==> src/rtl/mbist_pkg.sv <==
// March C- table and shared types for the memory BIST controller.
// Elements E0..E5, each with up to two ops per address and a sweep direction.
package mbist_pkg;

  localparam int NUM_ELEM = 6;

  typedef enum logic [2:0] {E0, E1, E2, E3, E4, E5} elem_e;
  typedef enum logic [2:0] {RD0, RD1, WR0, WR1, NONE} op_e;
  typedef enum logic [1:0] {PH_SETUP, PH_PULSE, PH_HOLD} wphase_e;

  typedef struct packed {
    op_e  op0;
    op_e  op1;
    logic down;
  } march_t;

  localparam march_t MARCH [NUM_ELEM] = '{
    '{op0: WR0, op1: NONE, down: 1'b0},
    '{op0: RD0, op1: WR1,  down: 1'b0},
    '{op0: RD1, op1: WR0,  down: 1'b0},
    '{op0: RD0, op1: WR1,  down: 1'b1},
    '{op0: RD1, op1: WR0,  down: 1'b1},
    '{op0: RD0, op1: NONE, down: 1'b0}
  };

  function automatic logic op_is_wr(input op_e op);
    return (op == WR0) || (op == WR1);
  endfunction

  // Data polarity of an op: 1 means all-ones.
  function automatic logic op_data(input op_e op);
    return (op == RD1) || (op == WR1);
  endfunction

endpackage

==> src/rtl/mbist_addr_gen.sv <==
// Up/down address counter for March sweeps; load picks the first address of a sweep.
// Single-cycle step; last flags the final address in the loaded direction.
module mbist_addr_gen #(
  parameter int DEPTH  = 4,
  parameter int AWIDTH = $clog2(DEPTH)
) (
  input  logic              clk,
  input  logic              rst,
  input  logic              load,
  input  logic              down,
  input  logic              step,
  output logic [AWIDTH-1:0] addr,
  output logic              last
);

  localparam logic [AWIDTH-1:0] TOP = AWIDTH'(DEPTH - 1);

  logic dir_down;

  always_ff @(posedge clk) begin
    if (rst) begin
      addr     <= '0;
      dir_down <= 1'b0;
    end else if (load) begin
      dir_down <= down;
      addr     <= down ? TOP : '0;
    end else if (step) begin
      addr <= dir_down ? addr - 1'b1 : addr + 1'b1;
    end
  end

  assign last = dir_down ? (addr == '0) : (addr == TOP);

endmodule

==> src/rtl/mbist_ctrl.sv <==
// March C- BIST controller: owns the RAM port while busy, else passes sys_* through.
// 25*DEPTH op cycles after start; start ignored while running, sys_wr dropped while busy.
module mbist_ctrl
  import mbist_pkg::*;
#(
  parameter int DEPTH  = 4,
  parameter int WIDTH  = 2,
  parameter int AWIDTH = $clog2(DEPTH),
  parameter int ERRW   = 8
) (
  input  logic              clk,
  input  logic              rst,
  input  logic              start,
  output logic              busy,
  output logic              done,
  output logic              fail,
  output logic [AWIDTH-1:0] fail_addr,
  output logic [2:0]        fail_elem,
  output logic [WIDTH-1:0]  fail_data,
  output logic [ERRW-1:0]   err_count,
  input  logic              sys_wr,
  input  logic [AWIDTH-1:0] sys_addr,
  input  logic [WIDTH-1:0]  sys_din,
  output logic [WIDTH-1:0]  sys_dout,
  output logic              mem_wr,
  output logic [AWIDTH-1:0] mem_addr,
  output logic [WIDTH-1:0]  mem_din,
  input  logic [WIDTH-1:0]  mem_dout
);

  typedef enum logic [1:0] {S_IDLE, S_RUN, S_DONE} state_e;

  state_e            state;
  elem_e             elem;
  logic              op_idx;
  wphase_e           phase;
  logic              bist_wr;
  logic [WIDTH-1:0]  bist_din;
  logic [AWIDTH-1:0] bist_addr;
  logic              addr_last;

  march_t  cur_m, nxt_m;
  op_e     cur_op, nxt_op;
  elem_e   elem_nxt;
  logic    cur_wr, op_last_cyc, elem_last_op, elem_end, test_end;
  logic    running, start_accept, mismatch;
  logic    ag_load, ag_down, ag_step;

  always_comb begin
    running      = (state == S_RUN);
    start_accept = start && (state == S_IDLE || state == S_DONE);
    cur_m        = MARCH[elem];
    cur_op       = op_idx ? cur_m.op1 : cur_m.op0;
    cur_wr       = op_is_wr(cur_op);
    // Reads use the first two phase codes as their two cycles.
    op_last_cyc  = cur_wr ? (phase == PH_HOLD) : (phase == PH_PULSE);
    elem_last_op = op_idx || (cur_m.op1 == NONE);
    elem_end     = elem_last_op && addr_last;
    test_end     = elem_end && (elem == E5);
    elem_nxt     = (elem == E5) ? E5 : elem_e'(elem + 3'd1);
    nxt_m        = MARCH[elem_nxt];
    if (!elem_last_op)   nxt_op = cur_m.op1;
    else if (!addr_last) nxt_op = cur_m.op0;
    else                 nxt_op = nxt_m.op0;
    mismatch = running && !cur_wr && (phase == PH_PULSE) &&
               (mem_dout != {WIDTH{op_data(cur_op)}});
    ag_step  = running && op_last_cyc && elem_last_op && !addr_last;
    ag_load  = start_accept || (running && op_last_cyc && elem_end && !test_end);
    ag_down  = start_accept ? 1'b0 : nxt_m.down;
  end

  mbist_addr_gen #(.DEPTH(DEPTH), .AWIDTH(AWIDTH)) u_addr_gen (
    .clk  (clk),
    .rst  (rst),
    .load (ag_load),
    .down (ag_down),
    .step (ag_step),
    .addr (bist_addr),
    .last (addr_last)
  );

  always_ff @(posedge clk) begin
    if (rst) begin
      state     <= S_IDLE;
      elem      <= E0;
      op_idx    <= 1'b0;
      phase     <= PH_SETUP;
      bist_wr   <= 1'b0;
      bist_din  <= '0;
      busy      <= 1'b0;
      done      <= 1'b0;
      fail      <= 1'b0;
      fail_addr <= '0;
      fail_elem <= '0;
      fail_data <= '0;
      err_count <= '0;
    end else begin
      case (state)
        S_IDLE, S_DONE: begin
          if (start) begin
            state     <= S_RUN;
            elem      <= E0;
            op_idx    <= 1'b0;
            phase     <= PH_SETUP;
            bist_wr   <= 1'b0;
            bist_din  <= {WIDTH{op_data(MARCH[0].op0)}};
            busy      <= 1'b1;
            done      <= 1'b0;
            fail      <= 1'b0;
            fail_addr <= '0;
            fail_elem <= '0;
            fail_data <= '0;
            err_count <= '0;
          end
        end
        S_RUN: begin
          if (mismatch) begin
            if (err_count != {ERRW{1'b1}}) err_count <= err_count + 1'b1;
            if (!fail) begin
              fail      <= 1'b1;
              fail_addr <= bist_addr;
              fail_elem <= elem;
              fail_data <= mem_dout;
            end
          end
          if (!op_last_cyc) begin
            phase   <= wphase_e'(phase + 2'd1);
            bist_wr <= cur_wr && (phase == PH_SETUP);
          end else begin
            bist_wr <= 1'b0;
            phase   <= PH_SETUP;
            if (test_end) begin
              state <= S_DONE;
              busy  <= 1'b0;
              done  <= 1'b1;
            end else begin
              op_idx   <= !elem_last_op;
              bist_din <= {WIDTH{op_data(nxt_op)}};
              if (elem_end) elem <= elem_nxt;
            end
          end
        end
        default: state <= S_IDLE;
      endcase
    end
  end

  always_comb begin
    mem_wr   = busy ? bist_wr   : sys_wr;
    mem_addr = busy ? bist_addr : sys_addr;
    mem_din  = busy ? bist_din  : sys_din;
    sys_dout = mem_dout;
  end

endmodule
==> config.mk <==
export PLATFORM = sky130hd
export DESIGN_NAME = mbist_ctrl
export DESIGN_NICKNAME = d
export VERILOG_FILES = /design/src/rtl/mbist_pkg.sv /design/src/rtl/mbist_addr_gen.sv /design/src/rtl/mbist_ctrl.sv
export SDC_FILE = /design/constraint.sdc
export NUM_CORES = 1
export LEC_CHECK = 0
export CELL_PAD_IN_SITES_DETAIL_PLACEMENT = 1
export CELL_PAD_IN_SITES_GLOBAL_PLACEMENT = 1
export CORE_MARGIN = 5
export CORE_UTILIZATION = 35
export DETAILED_ROUTE_END_ITERATION = 10
export MAX_ROUTING_LAYER = met4
export PLACE_DENSITY_LB_ADDON = 0.1
export SLEW_MARGIN = 20
export SYNTH_ARGS = -nofsm -noshare
export SYNTH_HDL_FRONTEND = slang
export SYNTH_SLANG_ARGS = --single-unit
==> constraint.sdc <==
create_clock -name clk -period 3.61 [get_ports clk]
set_clock_uncertainty 0.1 [all_clocks]
set_input_delay 0.5415 -clock clk [delete_from_list [all_inputs] [get_ports clk]]
set_output_delay 0.5415 -clock clk [all_outputs]
set_load 0.03 [all_outputs]
==> results of run 1 <==
[flip-flops by register name (all words and copies together), names as in the netlist]
| signal | flops |
|---|---|
| busy | 1 |
| bist_wr | 1 |
| state | 2 |
| phase | 2 |
| done | 1 |
| u_addr_gen.addr | 2 |
| elem | 3 |
| fail_data | 2 |
| fail | 1 |
| op_idx | 1 |
| fail_elem | 3 |
| err_count | 8 |
| bist_din | 1 |
| u_addr_gen.dir_down | 1 |
| fail_addr | 2 |
[cell usage in the layout (no fill, tap or decap), types with 5 or more instances in the layout]
master            n
a21oi_1          20
buf_4             5
clkbuf_8          5
clkdlybuf4s50_1  34
dfxtp_1          31
inv_1            12
nand2_1          25
nand2b_1          5
nand3_1          20
nand4_1           5
nor2_1           10
nor2b_1           5
o21ai_0          14
[cell families (layout without fill, tap and decap cells)]
kind of cell / count (synthesis) / after routing / synth area share [%]
and+or+nand+nor: 94 / 94 / 27.8
AOI/OAI and AO/OA: 65 / 65 / 23.9
DFF: 31 / 31 / 34.0
buffers and inverters: 30 / 59 / 7.61
muxes: 5 / 5 / 3.02
adders and majority gates: 4 / 4 / 2.74
xor gates and xnor gates: 2 / 2 / 0.960
[worst min-delay path by stage]
stage                                    from                   endpoint  slack [ns]  cells after the start
finish                      done$_SDFFE_PP0P_          done$_SDFFE_PP0P_        0.36                      2
global route        fail_elem[2]$_SDFFE_PP0P_  fail_elem[2]$_SDFFE_PP0P_        0.38                      2
CTS                 fail_data[0]$_SDFFE_PP0P_  fail_data[0]$_SDFFE_PP0P_        0.37                      2
detailed placement  fail_addr[0]$_SDFFE_PP0P_  fail_addr[0]$_SDFFE_PP0P_        0.35                      2
global placement    fail_data[1]$_SDFFE_PP0P_  fail_data[1]$_SDFFE_PP0P_        0.35                      2
floorplan                bist_wr$_SDFFE_PP0P_       bist_wr$_SDFFE_PP0P_        0.34                      2
[worst max-delay path, stage by stage]
cell and delay [ns]:
clkdlybuf4s50_1 0.46, inv_1 0.04, o21ai_0 0.13, clkdlybuf4s50_1 0.69
[power breakdown]
part / leakage [nW] / switching, W / internal [W]
logic: 0.489 / 0.0000608 / 0.0000420
registers: 0.251 / 0.00000749 / 0.000347
clock network: 0.0422 / 0.000131 / 0.000135
[metrics by stage]
step           hold WS (ns)  instance area [um^2]  utilization (%)  total power (W)
2_1_floorplan         0.344                  1820                -         0.000423
3_3_place_gp          0.350                  2200             43.3         0.000464
3_5_place_dp          0.354                  2200             43.3         0.000466
4_1_cts               0.366                  2280             44.9         0.000734
5_1_grt               0.382                  2280             44.9         0.000757
6_report              0.360                  2280             44.9         0.000724
[cell type report]
cell class | instances | area share [%]
inverter | 12 | 1.98
timing repair buffer | 39 | 16.6
clock buffer | 7 | 3.35
clock inverter | 1 | 0.220
tap | 70 | 3.85
sequential | 31 | 27.3
multi-input combinational | 170 | 46.8
[layer usage]
layer,vias up,part of all wire [%]
met4,0,2.0
met3,9,3.6
met5,-,0
li1,902,-
met2,40,44
met1,854,50
==> reports/qor.csv, run 1 <==
stage,metric,value,unit
floorplanning,die width,82.2,um
yosys,synth warn,0,
power,PD cells,318,nW/um^2
setup_path,CP Data Required Time,2.97,ns
cts,CTS HTree Levels,2,
layout,footprint of the multi-input gates,1060,um^2
setup_path,Worst Reg2Reg Path Length in Cells,5,
yosys,commonest cells in the netlist,"dfxtp_1, nand2_1, a21oi_1, nand3_1, o21ai_0",
layout,Non-Filler Instances,330,
layout,fill cell count,655,
global_route,vias in the first global route,1851,
layout,nets,273,
yosys,Syn Area/Cell,7.90,um^2
timing,min cycle time layout,2.51,ns
timing,Slew Limit Fails,0,
job,max-cap viol count,0,
timing,RSZ-0062 raised after global routing,false,
yosys,Post-synth EDFFs,0,
timing,Rel. slew slack,57.4,%
cts,number of gates resized after CTS,0,
layout,area grow syn2layout,24.8,%
timing,fmax,399,MHz
setup_path,critical path launch point,sys_din[1],
worst_hold_path,Hold Path Class,flop to flop,
yosys,area share of the largest cell type after synthesis,34.0,%
cts,Clock Latency Late Sink,0.28,ns
power,Leak Pwr,0.781,nW
yosys,synthesized area,1820,um^2
timing,Worst Max-Slew Pin Slew,0.638,ns
timing,"Hold Vio Cnt, Final",0,
setup_path,Crit Reg-Reg Endpoint,err_count[5]$_SDFFE_PP0P_,
yosys,sequential share of the synthesized area,34.0,%
setup_path,crit path to,mem_din[1],
cts,maximum root-to-sink buffer count,2,
cts,CTS tree,yes,
drt,Final ANT Viol Nets,0,
global_route,global routing usage on met3,2.93,%
layout,ant diodes,0,
global_route,GR peak layer,met2,
place,Setup WS pre-CTS,0.946,ns
yosys,"Distinct cells, synth",55,
setup_path,Worst Path Arrival,1.87,ns
cts,Clock transition at path regs,0.07,ns
global_route,initial antenna violation count,0,
drt,DRT iter0 DRCs,75,
yosys,post-synthesis async set-or-reset flop share,0,%
global_route,met1 Use GR,24.6,%
yosys,cell count after synthesis,231,
place,IO buf count,34,
setup_path,worst r2r src,state[1]$_SDFFE_PP0P_,
cts,CTS root buf,clkbuf_8,
global_route,global-route wire length before repair,9.14,mm
drt,DR WL/cell,16.3,um
drt,via count,1805,
global_route,Congestion Overflow GR,0,
place,placed cells,322,
timing,period utilisation layout,69.5,%
yosys,syn nets,245,
drt,routed wire length,5.36,mm
yosys,largest cells by area after synthesis,"dfxtp_1, a21oi_1, nand3_1",
power,worst vdd ir,0.140,mV
global_route,gr usage total,18.1,%
floorplanning,Die Ht,82.2,um
yosys,"flops & latches, synth",31,
yosys,Synth area leader,dfxtp_1,
yosys,most frequent cell after synthesis,dfxtp_1,
setup_path,flop2flop setup slack,1.20,ns
yosys,"Primary FF master, synth",dfxtp_1,
cts,Post-CTS Setup Inserts,0,
timing,setup_tns,0,ns
setup_path,Max Fanout on Critical Path,1,
floorplanning,row count,26,
floorplanning,Core Area,5070,um^2
floorplanning,starting density of the core,35.9,%
setup_path,critical path class,input port to output pin,
setup_path,crit start category,input port,
place,Final GP Congestion,0.764,
drt,drt via density,5.47,
layout,layout cell share with drive strength beyond 1,8.08,%
drt,Post-route DRC,0,
floorplanning,Die ar.,6760,um^2
cts,CTS Hold Buffers Added,0,
layout,register area,621,um^2
place,Detailed Place HPWL,3.88,mm
global_route,GRT met2 Usage,27.1,%
global_route,largest net degree at the start of global routing,18,
floorplanning,I/O pins,35,
cts,CTS Buf Count,5,
drt,Pre-antenna DRT Iters,4,
timing,Final WS setup,1.10,ns
outcome,status,completed,
timing,Final setup viols,0,
cts,clk sink count,31,
setup_path,endpoint type of the worst setup path,output pin,
Power figures use the tool's default switching activity.
==> inputs of run 2 (changes only) <==
- CORE_UTILIZATION: 35 -> 34
- clock period: 3.61 -> 2.3 ns (I/O delays scaled with it)
==> run 2 against run 1 <==
  * Clock-buffer cell count down 1
  * Wire length grew 2.0%
  * Register-to-register slack worse by 1.1 ns
  * Global-route usage is 1.5 points lower
  * Worst setup slack worse by 1.0 ns
  * Hold slack better by 0.0052 ns
  * Utilization grew 2.6 points
  * Critical path depth grew 4
  * Die area is 2.6% higher
  * Largest power group is now the clock network
==> reports/qor.csv, run 2 (synthesized netlist as in run 1, its figures left out) <==
stage,metric,value,unit
setup_path,Worst Path Arrival,2.30,ns
timing,min cycle time layout,2.20,ns
layout,nets,290,
worst_hold_path,hold wc startpoint,fail_addr[1]$_SDFFE_PP0P_,
power,Leak Pwr,0.888,nW
global_route,largest net degree at the start of global routing,15,
setup_path,Max Fanout on Critical Path,9,
power,worst vdd ir,0.329,mV
timing,fmax,454,MHz
layout,layout cell share with drive strength beyond 1,15.2,%
timing,setup_tns,0,ns
timing,RSZ-0062 raised after global routing,true,
place,Final GP Congestion,0.785,
cts,Clock transition at path regs,0.07,ns
setup_path,Worst Reg2Reg Path Length in Cells,8,
layout,Non-Filler Instances,347,
drt,via count,1876,
timing,Slew Limit Fails,0,
place,placed cells,339,
setup_path,critical path's largest stage delay,0.49,ns
global_route,vias in the first global route,1960,
place,Detailed Place HPWL,4.06,mm
place,Setup WS pre-CTS,0.0567,ns
cts,clk sink count,31,
setup_path,cells along the critical path,"inv_1, ha_2, o211a_1, a222oi_1, buf_4, a211o_4, or4_1, o31ai_1",
global_route,Congestion Overflow GR,0,
layout,ant diodes,0,
setup_path,Worst path top cell family by delay,compound AO/OA/AOI/OAI gates,
cts,maximum root-to-sink buffer count,2,
setup_path,flop2flop setup slack,0.1,ns
drt,Pre-antenna DRT Iters,4,
cts,CTS root buf,clkbuf_8,
timing,Worst Max-Slew Pin Slew,0.445,ns
setup_path,crit start category,flop,
floorplanning,I/O pins,35,
layout,max FFs per register,8,
floorplanning,starting density of the core,35.3,%
setup_path,CP Data Required Time,2.40,ns
drt,Final ANT Viol Nets,0,
cts,CTS Hold Buffers Added,0,
layout,"commonest non-fill, non-tap cells in the layout","clkdlybuf4s50_1, dfxtp_1, nand2_1",
drt,DRT iter0 DRCs,53,
place,IO buf count,34,
setup_path,endpoint type of the worst setup path,flop,
global_route,initial antenna violation count,0,
timing,Final setup viols,0,
drt,routed wire length,5.47,mm
setup_path,CP bufs+invs,2,
layout,area grow syn2layout,34.7,%
drt,Post-route DRC,0,
setup_path,Crit Reg-Reg Endpoint,elem[0]$_SDFFE_PP0P_,
timing,period utilisation layout,95.7,%
setup_path,critical path class,flop to flop,
floorplanning,Die Ht,83.3,um
timing,Final WS setup,0.0980,ns
setup_path,worst r2r src,phase[0]$_SDFFE_PP0P_,
drt,drt via density,5.41,
floorplanning,Die ar.,6930,um^2
setup_path,critical path launch point,phase[0]$_SDFFE_PP0P_,
timing,"Hold Vio Cnt, Final",0,
layout,Largest regs,"err_count (8), elem (3), fail_elem (3)",
cts,CTS tree,yes,
cts,number of gates resized after CTS,0,
layout,fill cell count,629,
layout,Reg with most FFs,err_count,
worst_hold_path,hold depth,2,
cts,CTS Buf Count,5,
global_route,global-route wire length before repair,9.21,mm
power,PD cells,526,nW/um^2
job,max-cap viol count,0,
drt,DR WL/cell,15.8,um
worst_hold_path,Hold Path Class,flop to flop,
outcome,status,completed,
floorplanning,row count,26,
setup_path,Critical-path top delay cell,or4_1,
cts,CTS HTree Levels,2,
global_route,gr usage total,16.5,%
timing,Rel. slew slack,70.3,%
cts,Clock Latency Late Sink,0.28,ns
floorplanning,die width,83.3,um
layout,"most common cell after layout, fill and taps aside",clkdlybuf4s50_1,
cts,Post-CTS Setup Inserts,0,
worst_hold_path,hold endpoint,fail_addr[1]$_SDFFE_PP0P_,
floorplanning,Core Area,5170,um^2
run 2: stage by stage:
step	power [W]	cell area, um^2	hold slack [ns]	utilization (%)
after detailed placement	0.000741	2320	0.359	44.9
after CTS	0.00131	2440	0.371	47.2
final	0.00129	2460	0.365	47.5
after global routing	0.00135	2460	0.408	47.5
after floorplan	0.000664	1820	0.344	-
after global placement	0.000739	2320	0.352	44.9
run 2: layer usage:
layer / share of wire [%] / vias up / global-route usage, % / wire [um]
met5: 0 / - / - / 0
met4: 1.6 / 0 / 5.50 / 89
met3: 2.5 / 8 / 3.66 / 135
met2: 47 / 29 / 26.3 / 2590
met1: 49 / 899 / 20.7 / 2650
li1: - / 940 / - / -
run 2: where the power goes:
part           switching [W]  leakage (nW)  total, W  internal, W
Clock               0.000211        0.0612  0.000561     0.000350
Sequential         0.0000106         0.251  0.000555     0.000545
Combinational      0.0000991         0.576  0.000175    0.0000757
run 2: worst min-delay path: stages, from the launching register on:
cell	delay (ns)
dfxtp_1	0.31
nand2_1	0.05
o21ai_0	0.06
run 2: cell type report:
cell class / instances / area [um^2] / share of cell area [%]
clock inverter: 2 / 35.0 / 1.43
multi-input combinational: 170 / 1080 / 44.0
inverter: 12 / 45.0 / 1.83
tap: 70 / 87.6 / 3.56
timing repair buffer: 56 / 505 / 20.6
sequential: 31 / 621 / 25.3
clock buffer: 6 / 82.6 / 3.36
run 2: worst max-delay path by stage:
stage / to / depth (start not counted)
3_3_place_gp: err_count[5]$_SDFFE_PP0P_ / 7
2_1_floorplan: bist_din[0]$_SDFFE_PP0P_ / 7
6_report: elem[0]$_SDFFE_PP0P_ / 8
5_1_grt: elem[0]$_SDFFE_PP0P_ / 8
4_1_cts: elem[0]$_SDFFE_PP0P_ / 8
3_5_place_dp: err_count[5]$_SDFFE_PP0P_ / 7
